==> src/rtl/copro_result_buffer.sv <==
// In-order result FIFO between the coprocessor ALU and the CV-X-IF result port.
// Provides a credit-based issue_ready_o so the no-backpressure ALU never loses a result.
module copro_result_buffer #(
  parameter int unsigned Depth       = 4,
  parameter int unsigned ResultWidth = 64,
  parameter type         hartid_t    = logic,
  parameter type         id_t        = logic
) (
  input  logic                       clk_i,
  input  logic                       rst_ni,
  input  logic                       issue_valid_i,
  output logic                       issue_ready_o,
  input  logic                       valid_i,
  input  logic [ResultWidth-1:0]     result_i,
  input  hartid_t                    hartid_i,
  input  id_t                        id_i,
  input  logic [4:0]                 rd_i,
  input  logic                       we_i,
  output logic                       result_valid_o,
  input  logic                       result_ready_i,
  output logic [ResultWidth-1:0]     result_data_o,
  output hartid_t                    result_hartid_o,
  output id_t                        result_id_o,
  output logic [4:0]                 result_rd_o,
  output logic                       result_we_o,
  output logic [$clog2(Depth):0]     count_o,
  output logic                       overflow_o
);

  localparam int unsigned PtrW = $clog2(Depth);
  localparam int unsigned CntW = PtrW + 1;
  localparam logic [CntW-1:0] DepthCnt = CntW'(Depth);
  localparam logic [CntW:0]   DepthCmp = (CntW + 1)'(Depth);

  typedef struct packed {
    logic [ResultWidth-1:0] data;
    hartid_t                hartid;
    id_t                    id;
    logic [4:0]             rd;
    logic                   we;
  } entry_t;

  entry_t mem [Depth];

  logic [PtrW-1:0] wr_ptr_reg, wr_ptr_next;
  logic [PtrW-1:0] rd_ptr_reg, rd_ptr_next;
  logic [CntW-1:0] count_reg, count_next;
  logic            inflight_reg, inflight_next;
  logic            overflow_reg, overflow_next;

  logic            full;
  logic            pop;
  logic            push;
  entry_t          wr_entry;
  entry_t          head;

  assign full = (count_reg == DepthCnt);
  assign pop  = (count_reg != '0) && result_ready_i;
  // A pop at full frees the slot this cycle, so the push still lands.
  assign push = valid_i && (!full || pop);

  always_comb begin
    wr_entry        = '0;
    wr_entry.data   = result_i;
    wr_entry.hartid = hartid_i;
    wr_entry.id     = id_i;
    wr_entry.rd     = rd_i;
    wr_entry.we     = we_i;
  end

  always_comb begin
    wr_ptr_next   = wr_ptr_reg;
    rd_ptr_next   = rd_ptr_reg;
    count_next    = count_reg;
    overflow_next = overflow_reg;
    inflight_next = issue_valid_i && issue_ready_o;
    if (push) begin
      wr_ptr_next = wr_ptr_reg + PtrW'(1);
    end
    if (pop) begin
      rd_ptr_next = rd_ptr_reg + PtrW'(1);
    end
    count_next = count_reg + CntW'(push) - CntW'(pop);
    if (valid_i && !push) begin
      overflow_next = 1'b1;
    end
  end

  always_ff @(posedge clk_i or negedge rst_ni) begin
    if (!rst_ni) begin
      wr_ptr_reg   <= '0;
      rd_ptr_reg   <= '0;
      count_reg    <= '0;
      inflight_reg <= 1'b0;
      overflow_reg <= 1'b0;
    end else begin
      wr_ptr_reg   <= wr_ptr_next;
      rd_ptr_reg   <= rd_ptr_next;
      count_reg    <= count_next;
      inflight_reg <= inflight_next;
      overflow_reg <= overflow_next;
    end
  end

  // Storage needs no reset: entries are only observed while counted as valid.
  always_ff @(posedge clk_i) begin
    if (push) begin
      mem[wr_ptr_reg] <= wr_entry;
    end
  end

  assign head            = mem[rd_ptr_reg];
  assign result_valid_o  = (count_reg != '0);
  assign result_data_o   = head.data;
  assign result_hartid_o = head.hartid;
  assign result_id_o     = head.id;
  assign result_rd_o     = head.rd;
  assign result_we_o     = head.we;
  assign count_o         = count_reg;
  assign overflow_o      = overflow_reg;

  // Conservative credit: ignores any same-cycle pop.
  assign issue_ready_o = (({1'b0, count_reg}) + (CntW + 1)'(inflight_reg)) < DepthCmp;

endmodule

==> config.mk <==
export PLATFORM = sky130hd
export DESIGN_NAME = copro_result_buffer
export DESIGN_NICKNAME = d
export VERILOG_FILES = /design/src/rtl/copro_result_buffer.sv
export SDC_FILE = /design/constraint.sdc
export NUM_CORES = 1
export LEC_CHECK = 0
export ABC_AREA = 1
export BUFFER_PORTS_ARGS = -buffer_cell sky130_fd_sc_hd__buf_4
export CAP_MARGIN = 20
export CORE_MARGIN = 2
export CORE_UTILIZATION = 25
export CTS_CLUSTER_DIAMETER = 200
export DETAILED_ROUTE_END_ITERATION = 8
export GPL_ROUTABILITY_DRIVEN = 0
export GPL_TIMING_DRIVEN = 0
export PLACE_DENSITY = 0.46
export SKIP_CTS_REPAIR_TIMING = 1
export SYNTH_ARGS = -nofsm -noshare
export SYNTH_HDL_FRONTEND = slang
export SYNTH_SLANG_ARGS = --single-unit
==> constraint.sdc <==
create_clock -name clk_i -period 4.4 [get_ports clk_i]
set_clock_uncertainty 0.05 [all_clocks]
set_input_delay 0.88 -clock clk_i [delete_from_list [all_inputs] [get_ports clk_i]]
set_output_delay 0.88 -clock clk_i [all_outputs]
set_load 0.1 [all_outputs]
==> results of run 1 <==
[cells by family after synthesis]
group | after synthesis | share of synthesized area, %
DFF | 297 | 78.21
buffers and inverters | 62 | 2.966
adders and majority gates | 8 | 0.9484
and+or+nand+nor | 242 | 8.083
xor gates and xnor gates | 2 | 0.1544
AOI/OAI and AO/OA | 218 | 9.638
[metrics by stage]
stage | std cells | hold WS [ns] | instance area [um^2] | setup slack (ns)
floorplan | 829 | 0.4423 | 11350 | -0.5901
global placement | 1583 | 0.4156 | 13250 | -3.311
detailed placement | 1592 | 0.4214 | 13460 | 1.339
CTS | 1654 | 0.08689 | 14600 | 0.7581
global route | 1654 | 0.1016 | 14600 | 0.7243
finish | 1654 | 0.1297 | 14600 | 0.9572
[worst paths after layout]
path | depth (start not counted) | to
max | 5 | result_id_o
min | 1 | rd_ptr_reg[0]$_DFFE_PN0N_
max reg2reg | 6 | mem[1][39]$_DFFE_PP_
min reg2reg | 1 | overflow_o$_DFFE_PN0P_
max in group asynchronous | 1 | rd_ptr_reg[1]$_DFFE_PN0N_
min in group clk_i | 1 | overflow_o$_DFFE_PN0P_
[cell usage in the layout (no fill, tap or decap), types with 6 or more instances in the layout]
cell       instances
edfxtp_1         288
nor2_1           219
o21ai_0          173
buf_4            163
o21ai_1           44
clkbuf_16         37
clkbuf_1          16
inv_1             14
nand2_1           13
buf_2             13
dfrtp_1            9
buf_12             9
buf_6              7
ha_1               7
clkinv_1           7
clkinv_2           6
[layer usage]
layer  vias up  wire length (um)  track usage (%)
met5         -                 0                0
met4         0               550            3.539
met3        35              1653            3.298
met2       151             13630            20.26
met1      3329             12870            15.89
li1       3387                 -                -
[worst max-delay path: stages (launching register included)]
cell      delay, ns
dfrtp_1        0.41
inv_2          0.27
clkbuf_1       0.49
o21ai_0        0.16
o21ai_0        0.31
buf_4          0.36
[cell type report]
class                      count  area, um^2  area share [%]
buffer                        46       276.5           1.894
clock buffer                  44       972.2           6.660
clock inverter                18       162.7           1.114
inverter                      16       60.06          0.4114
multi-input combinational    470        2166           14.84
sequential                   297        8874           60.79
tap                          600       750.7           5.143
timing repair buffer         163        1336           9.154
==> results.tsv, run 1 <==
stage	metric	value	unit
outcome	status	finished, final reports clean	
layout	synthesis-to-layout area growth	28.66	%
worst_setup_path	Critical R2R Launch	count_o[2]$_DFF_PN0_	
routing	DR WL/cell	17.36	um
global_routing	vias in the first global route	7056	
layout	Post-Route Utilization	32.38	%
worst_setup_path	Critical Path End Type	output pin	
timing	Tcrit/Tclk final	78.25	%
timing	RSZ-0062 raised after global routing	no	
layout	share of layout cells above drive strength 1	23.62	%
synthesis	Post-synth top flop	edfxtp_1	
layout	Fillers	4535	
layout	max reg flops	288	
worst_setup_path	crit start category	flip-flop	
clock_tree	CTS tree	built	
routing	DRT antenna net count	0	
routing	number of DRC markers in iteration 0	377	
timing	Final Max Tran Viols	0	
clock_tree	clk_lat worst skew	0.51	ns
clock_tree	clk sinks	297	
timing	Max Fclk	290.5	MHz
clock_tree	clk slew on worst S/H paths	0.05	ns
routing	drc violations	0	
synthesis	top cells by area, synth	edfxtp_1 76%, o21ai_0 7.6%, nor2_1 7.4%	
synthesis	Yosys warnings	0	
place	Detailed Place HPWL	18.22	mm
synthesis	Post-synth ARST share	3.030	%
job	number of max-cap violations	0	
timing	fin crit period	3.443	ns
synthesis	Synth top area share	76.22	%
synthesis	Syn Nets	914	
clock_tree	H-tree Lvls	2	
routing	Final Routed Wirelength	28.71	mm
floorplan	Die ar.	47100	um^2
synthesis	most frequent cell after synthesis	edfxtp_1	
layout	register name with the most flops	mem	
worst_setup_path	Worst EP arrival	2.51	ns
worst_setup_path	Data required, critical path	3.47	ns
floorplan	FP Rows	78	
worst_setup_path	Max FO, Critical Path	10	
synthesis	Post-synth top cells	288 x edfxtp_1, 223 x nor2_1, 173 x o21ai_0	
floorplan	Top Ports	155	
routing	via count	6902	
place	number of I/O port buffers	154	
routing	Via density	4.173	
min_path	worst hold-check path type	in -> async	
global_routing	first-pass GRT wire length	43.15	mm
synthesis	cell area after synthesis	11350	um^2
worst_setup_path	Crit. Startpoint	rd_ptr_reg[1]$_DFFE_PN0N_	
timing	final hold violations	0	
clock_tree	clock root buffer	clkbuf_16	
clock_tree	Inserted Clock Buffers	35	
layout	Antenna Cells	0	
synthesis	post-synthesis sequential area ratio	78.21	%
synthesis	cell taking the most area after synthesis	edfxtp_1	
floorplan	Die Width	217.0	um
global_routing	remaining global-route overflow	0	
worst_setup_path	r2r setup slk	1.95	ns
timing	Slew HR	38.85	%
worst_setup_path	critical path class	reg -> out	
timing	Final TNS setup	0	ns
floorplan	CORE AREA	45090	um^2
floorplan	initial core utilization	25.16	%
synthesis	Yosys reg bits	297	
synthesis	number of synthesized flops with an enable pin	288	
synthesis	Post-Syn Instances	829	
timing	worst-margin pin slew	0.9151	ns
global_routing	initial antenna violation count	1	
global_routing	Tot GR Track Use	12.30	%
floorplan	Vert. Die Dim	217.0	um
synthesis	Netlist cell types	20	
global_routing	largest net degree at the start of global routing	29	
routing	DR pass1 iterations	5	
timing	Setup violations, final	0	
synthesis	Syn Area/Cell	13.69	um^2
layout	Final #Nets	1114	
clock_tree	Clock Path Buffers	3	
Power of run 1 is left out: the tool's default activity adds up to more than one toggle a clock period on the data nets, which glitch-free logic cannot reach.
==> inputs of run 2 (changes only) <==
--- a/config.mk
+++ b/config.mk
@@ -14,7 +14,7 @@
 export DETAILED_ROUTE_END_ITERATION = 8
 export GPL_ROUTABILITY_DRIVEN = 0
 export GPL_TIMING_DRIVEN = 0
-export PLACE_DENSITY = 0.46
+export PLACE_DENSITY = 0.44
 export SKIP_CTS_REPAIR_TIMING = 1
 export SYNTH_ARGS = -nofsm -noshare
 export SYNTH_HDL_FRONTEND = slang
==> constraint.sdc (replaced) <==
create_clock -name clk_i -period 3.4 [get_ports clk_i]
set_clock_uncertainty 0.05 [all_clocks]
set_input_delay 0.68 -clock clk_i [delete_from_list [all_inputs] [get_ports clk_i]]
set_output_delay 0.68 -clock clk_i [all_outputs]
set_load 0.1 [all_outputs]
==> run 2 against run 1 <==
Compared with the run above: register-to-register slack worse by 1.0 ns; first-iteration DRC count shrank 2.9%; non-clock buffer count rose by 3; sequential cell count unchanged; die area stayed put; design area down 0.40%; critical path type unchanged; largest cell class unchanged; highest routed layer unchanged.
==> results.tsv, run 2 (synthesized netlist as in run 1, its figures left out) <==
stage	metric	value	unit	change
outcome	status	finished, final reports clean		unchanged
routing	DR top layer	met4		unchanged
routing	metal2 WL	13.51	mm	was 13.63 mm
clock_tree	clk slew on worst S/H paths	0.06	ns	was 0.05 ns
worst_setup_path	worst stage delay on the critical path	0.51	ns	was 0.49 ns
routing	DR pass1 iterations	4		was 5
worst_setup_path	Critical Path End Type	output pin		unchanged
global_routing	first-pass GRT wire length	43.33	mm	was 43.15 mm
timing	final hold violations	0		unchanged
layout	Antenna Cells	0		unchanged
floorplan	initial core utilization	25.16	%	unchanged
timing	Final TNS setup	0	ns	unchanged
routing	WL met3	1.594	mm	was 1.653 mm
worst_setup_path	CP Buf/Inv Count	3		unchanged
timing	Final Max Tran Viols	0		unchanged
layout	commonest non-fill, non-tap cell in the layout	edfxtp_1		unchanged
layout	most frequent cells in the layout	288 x edfxtp_1, 219 x nor2_1, 163 x buf_4		was 288 x edfxtp_1, 219 x nor2_1, 173 x o21ai_0
floorplan	Die Width	217.0	um	unchanged
clock_tree	clk sinks	297		unchanged
floorplan	FP Rows	78		unchanged
timing	worst-margin pin slew	0.9071	ns	was 0.9151 ns
job	number of max-cap violations	0		unchanged
layout	share of layout cells above drive strength 1	22.81	%	was 23.62%
timing	worst setup margin	0.2004	ns	was 0.9572 ns
layout	cell area after layout	14540	um^2	was 14600 um^2
place	DP Area	13520	um^2	was 13460 um^2
worst_setup_path	CP top delay family	buffers and inverters		unchanged
worst_setup_path	critical path depth	5		unchanged
floorplan	Vert. Die Dim	217.0	um	unchanged
routing	number of DRC markers in iteration 0	366		was 377
clock_tree	clock root buffer	clkbuf_16		unchanged
timing	Setup violations, final	0		unchanged
min_path	hold depth	1		
worst_setup_path	critical path class	reg -> out		unchanged
clock_tree	Clock Path Buffers	3		unchanged
worst_setup_path	Data required, critical path	2.67	ns	was 3.47 ns
routing	drc violations	0		unchanged
timing	Tcrit/Tclk final	94.10	%	
global_routing	Tot GR Track Use	12.38	%	was 12.30%
floorplan	CORE AREA	45090	um^2	unchanged
worst_setup_path	slowest library cell on the worst path	clkbuf_1		unchanged
clock_tree	Inserted Clock Buffers	36		was 35
worst_setup_path	crit start category	flip-flop		unchanged
place	Detailed Place HPWL	18.53	mm	was 18.22 mm
routing	via count	6965		was 6902
place	number of I/O port buffers	154		unchanged
global_routing	initial antenna violation count	0		was 1
timing	fin crit period	3.200	ns	
floorplan	Die ar.	47100	um^2	unchanged
routing	DRT antenna net count	0		unchanged
place	pre-CTS setup slack	0.6080	ns	was 1.339 ns
layout	register name with the most flops	mem		unchanged
global_routing	remaining global-route overflow	0		unchanged
min_path	worst hold-check path type	in -> reg		was in -> async
layout	max reg flops	288		unchanged
layout	Post-Route Utilization	32.25	%	was 32.38%
worst_setup_path	CP cell instances	inv_2 -> clkbuf_1 -> o21ai_0 -> o21ai_1 -> buf_4		was inv_2 -> clkbuf_1 -> o21ai_0 -> o21ai_0 -> buf_4
global_routing	vias in the first global route	6910		was 7056
timing	Max Fclk	312.5	MHz	
routing	Via density	4.216		was 4.173
global_routing	largest net degree at the start of global routing	27		was 29
floorplan	Top Ports	155		unchanged
worst_setup_path	reg2reg path depth	6		unchanged
routing	Final Routed Wirelength	28.99	mm	was 28.71 mm
layout	synthesis-to-layout area growth	28.14	%	was 28.66%
clock_tree	H-tree Lvls	2		unchanged
worst_setup_path	Max FO, Critical Path	10		unchanged
routing	DR WL/cell	17.55	um	was 17.36 um
timing	RSZ-0062 raised after global routing	no		unchanged
clock_tree	clk_lat worst skew	0.52	ns	was 0.51 ns
timing	Slew HR	39.39	%	was 38.85%
clock_tree	CTS tree	built		unchanged
worst_setup_path	Worst EP arrival	2.47	ns	was 2.51 ns
layout	Final #Nets	1118		was 1114
routing	DRT met1 WL	13.26	mm	was 12.87 mm
-- run 2: cell count changes in the layout (fill, tap and decap cells not counted), sizes merged --
cell         previous run  this run
inv                    17        16
clkbuf                 56        61
dlygate4sd3             0         1
bufinv                  3         0
clkinvlp                1         0
buf                   197       199
clkinv                 13         8
-- run 2: layout make-up --
type	instances	area, um^2
buffer	46	276.5
clock inverter	8	38.79
clock buffer	49	970.9
sequential	297	8874
timing repair buffer	166	1401
fill	4561	30550
multi-input combinational	470	2166
tap	600	750.7
inverter	16	61.31
-- run 2: metrics by stage --
step	hold WS, ns	std cells
finish	0.3013	1652
global route	0.2690	1652
CTS	-0.1112	1651
detailed placement	0.4313	1594
global placement	0.4200	1583
floorplan	0.3344	829
-- run 2: worst register-to-register path: stages (launching register included) --
cell and delay (ns):
dfrtp_1 0.41, inv_1 0.10, nor2_1 0.05, nand2_1 0.11, nand2_1 0.30, nor2_4 0.80
buf_12 0.30
-- run 2: worst paths after layout --
kind                                             endpoint  slack [ns]                       from
worst max-delay path                       result_rd_o[2]        0.20  rd_ptr_reg[1]$_DFFE_PN0N_
worst min-delay path                  mem[1][1]$_DFFE_PP_        0.30                    rd_i[0]
worst max register to register       mem[0][18]$_DFFE_PP_        0.94       count_o[2]$_DFF_PN0_
worst min register to register     overflow_o$_DFFE_PN0P_        0.44     overflow_o$_DFFE_PN0P_
max in group asynchronous       rd_ptr_reg[0]$_DFFE_PN0N_        2.69                     rst_ni
min in group asynchronous          inflight_reg$_DFF_PN0_        0.47                     rst_ni
-- run 2: routing by layer --
metal	GRT usage [%]	up-vias
li1	-	3391
met3	3.452	47
met5	0	-
met1	16.42	3381
met2	19.83	146
met4	3.470	0
Power of run 2 is left out for the same reason.
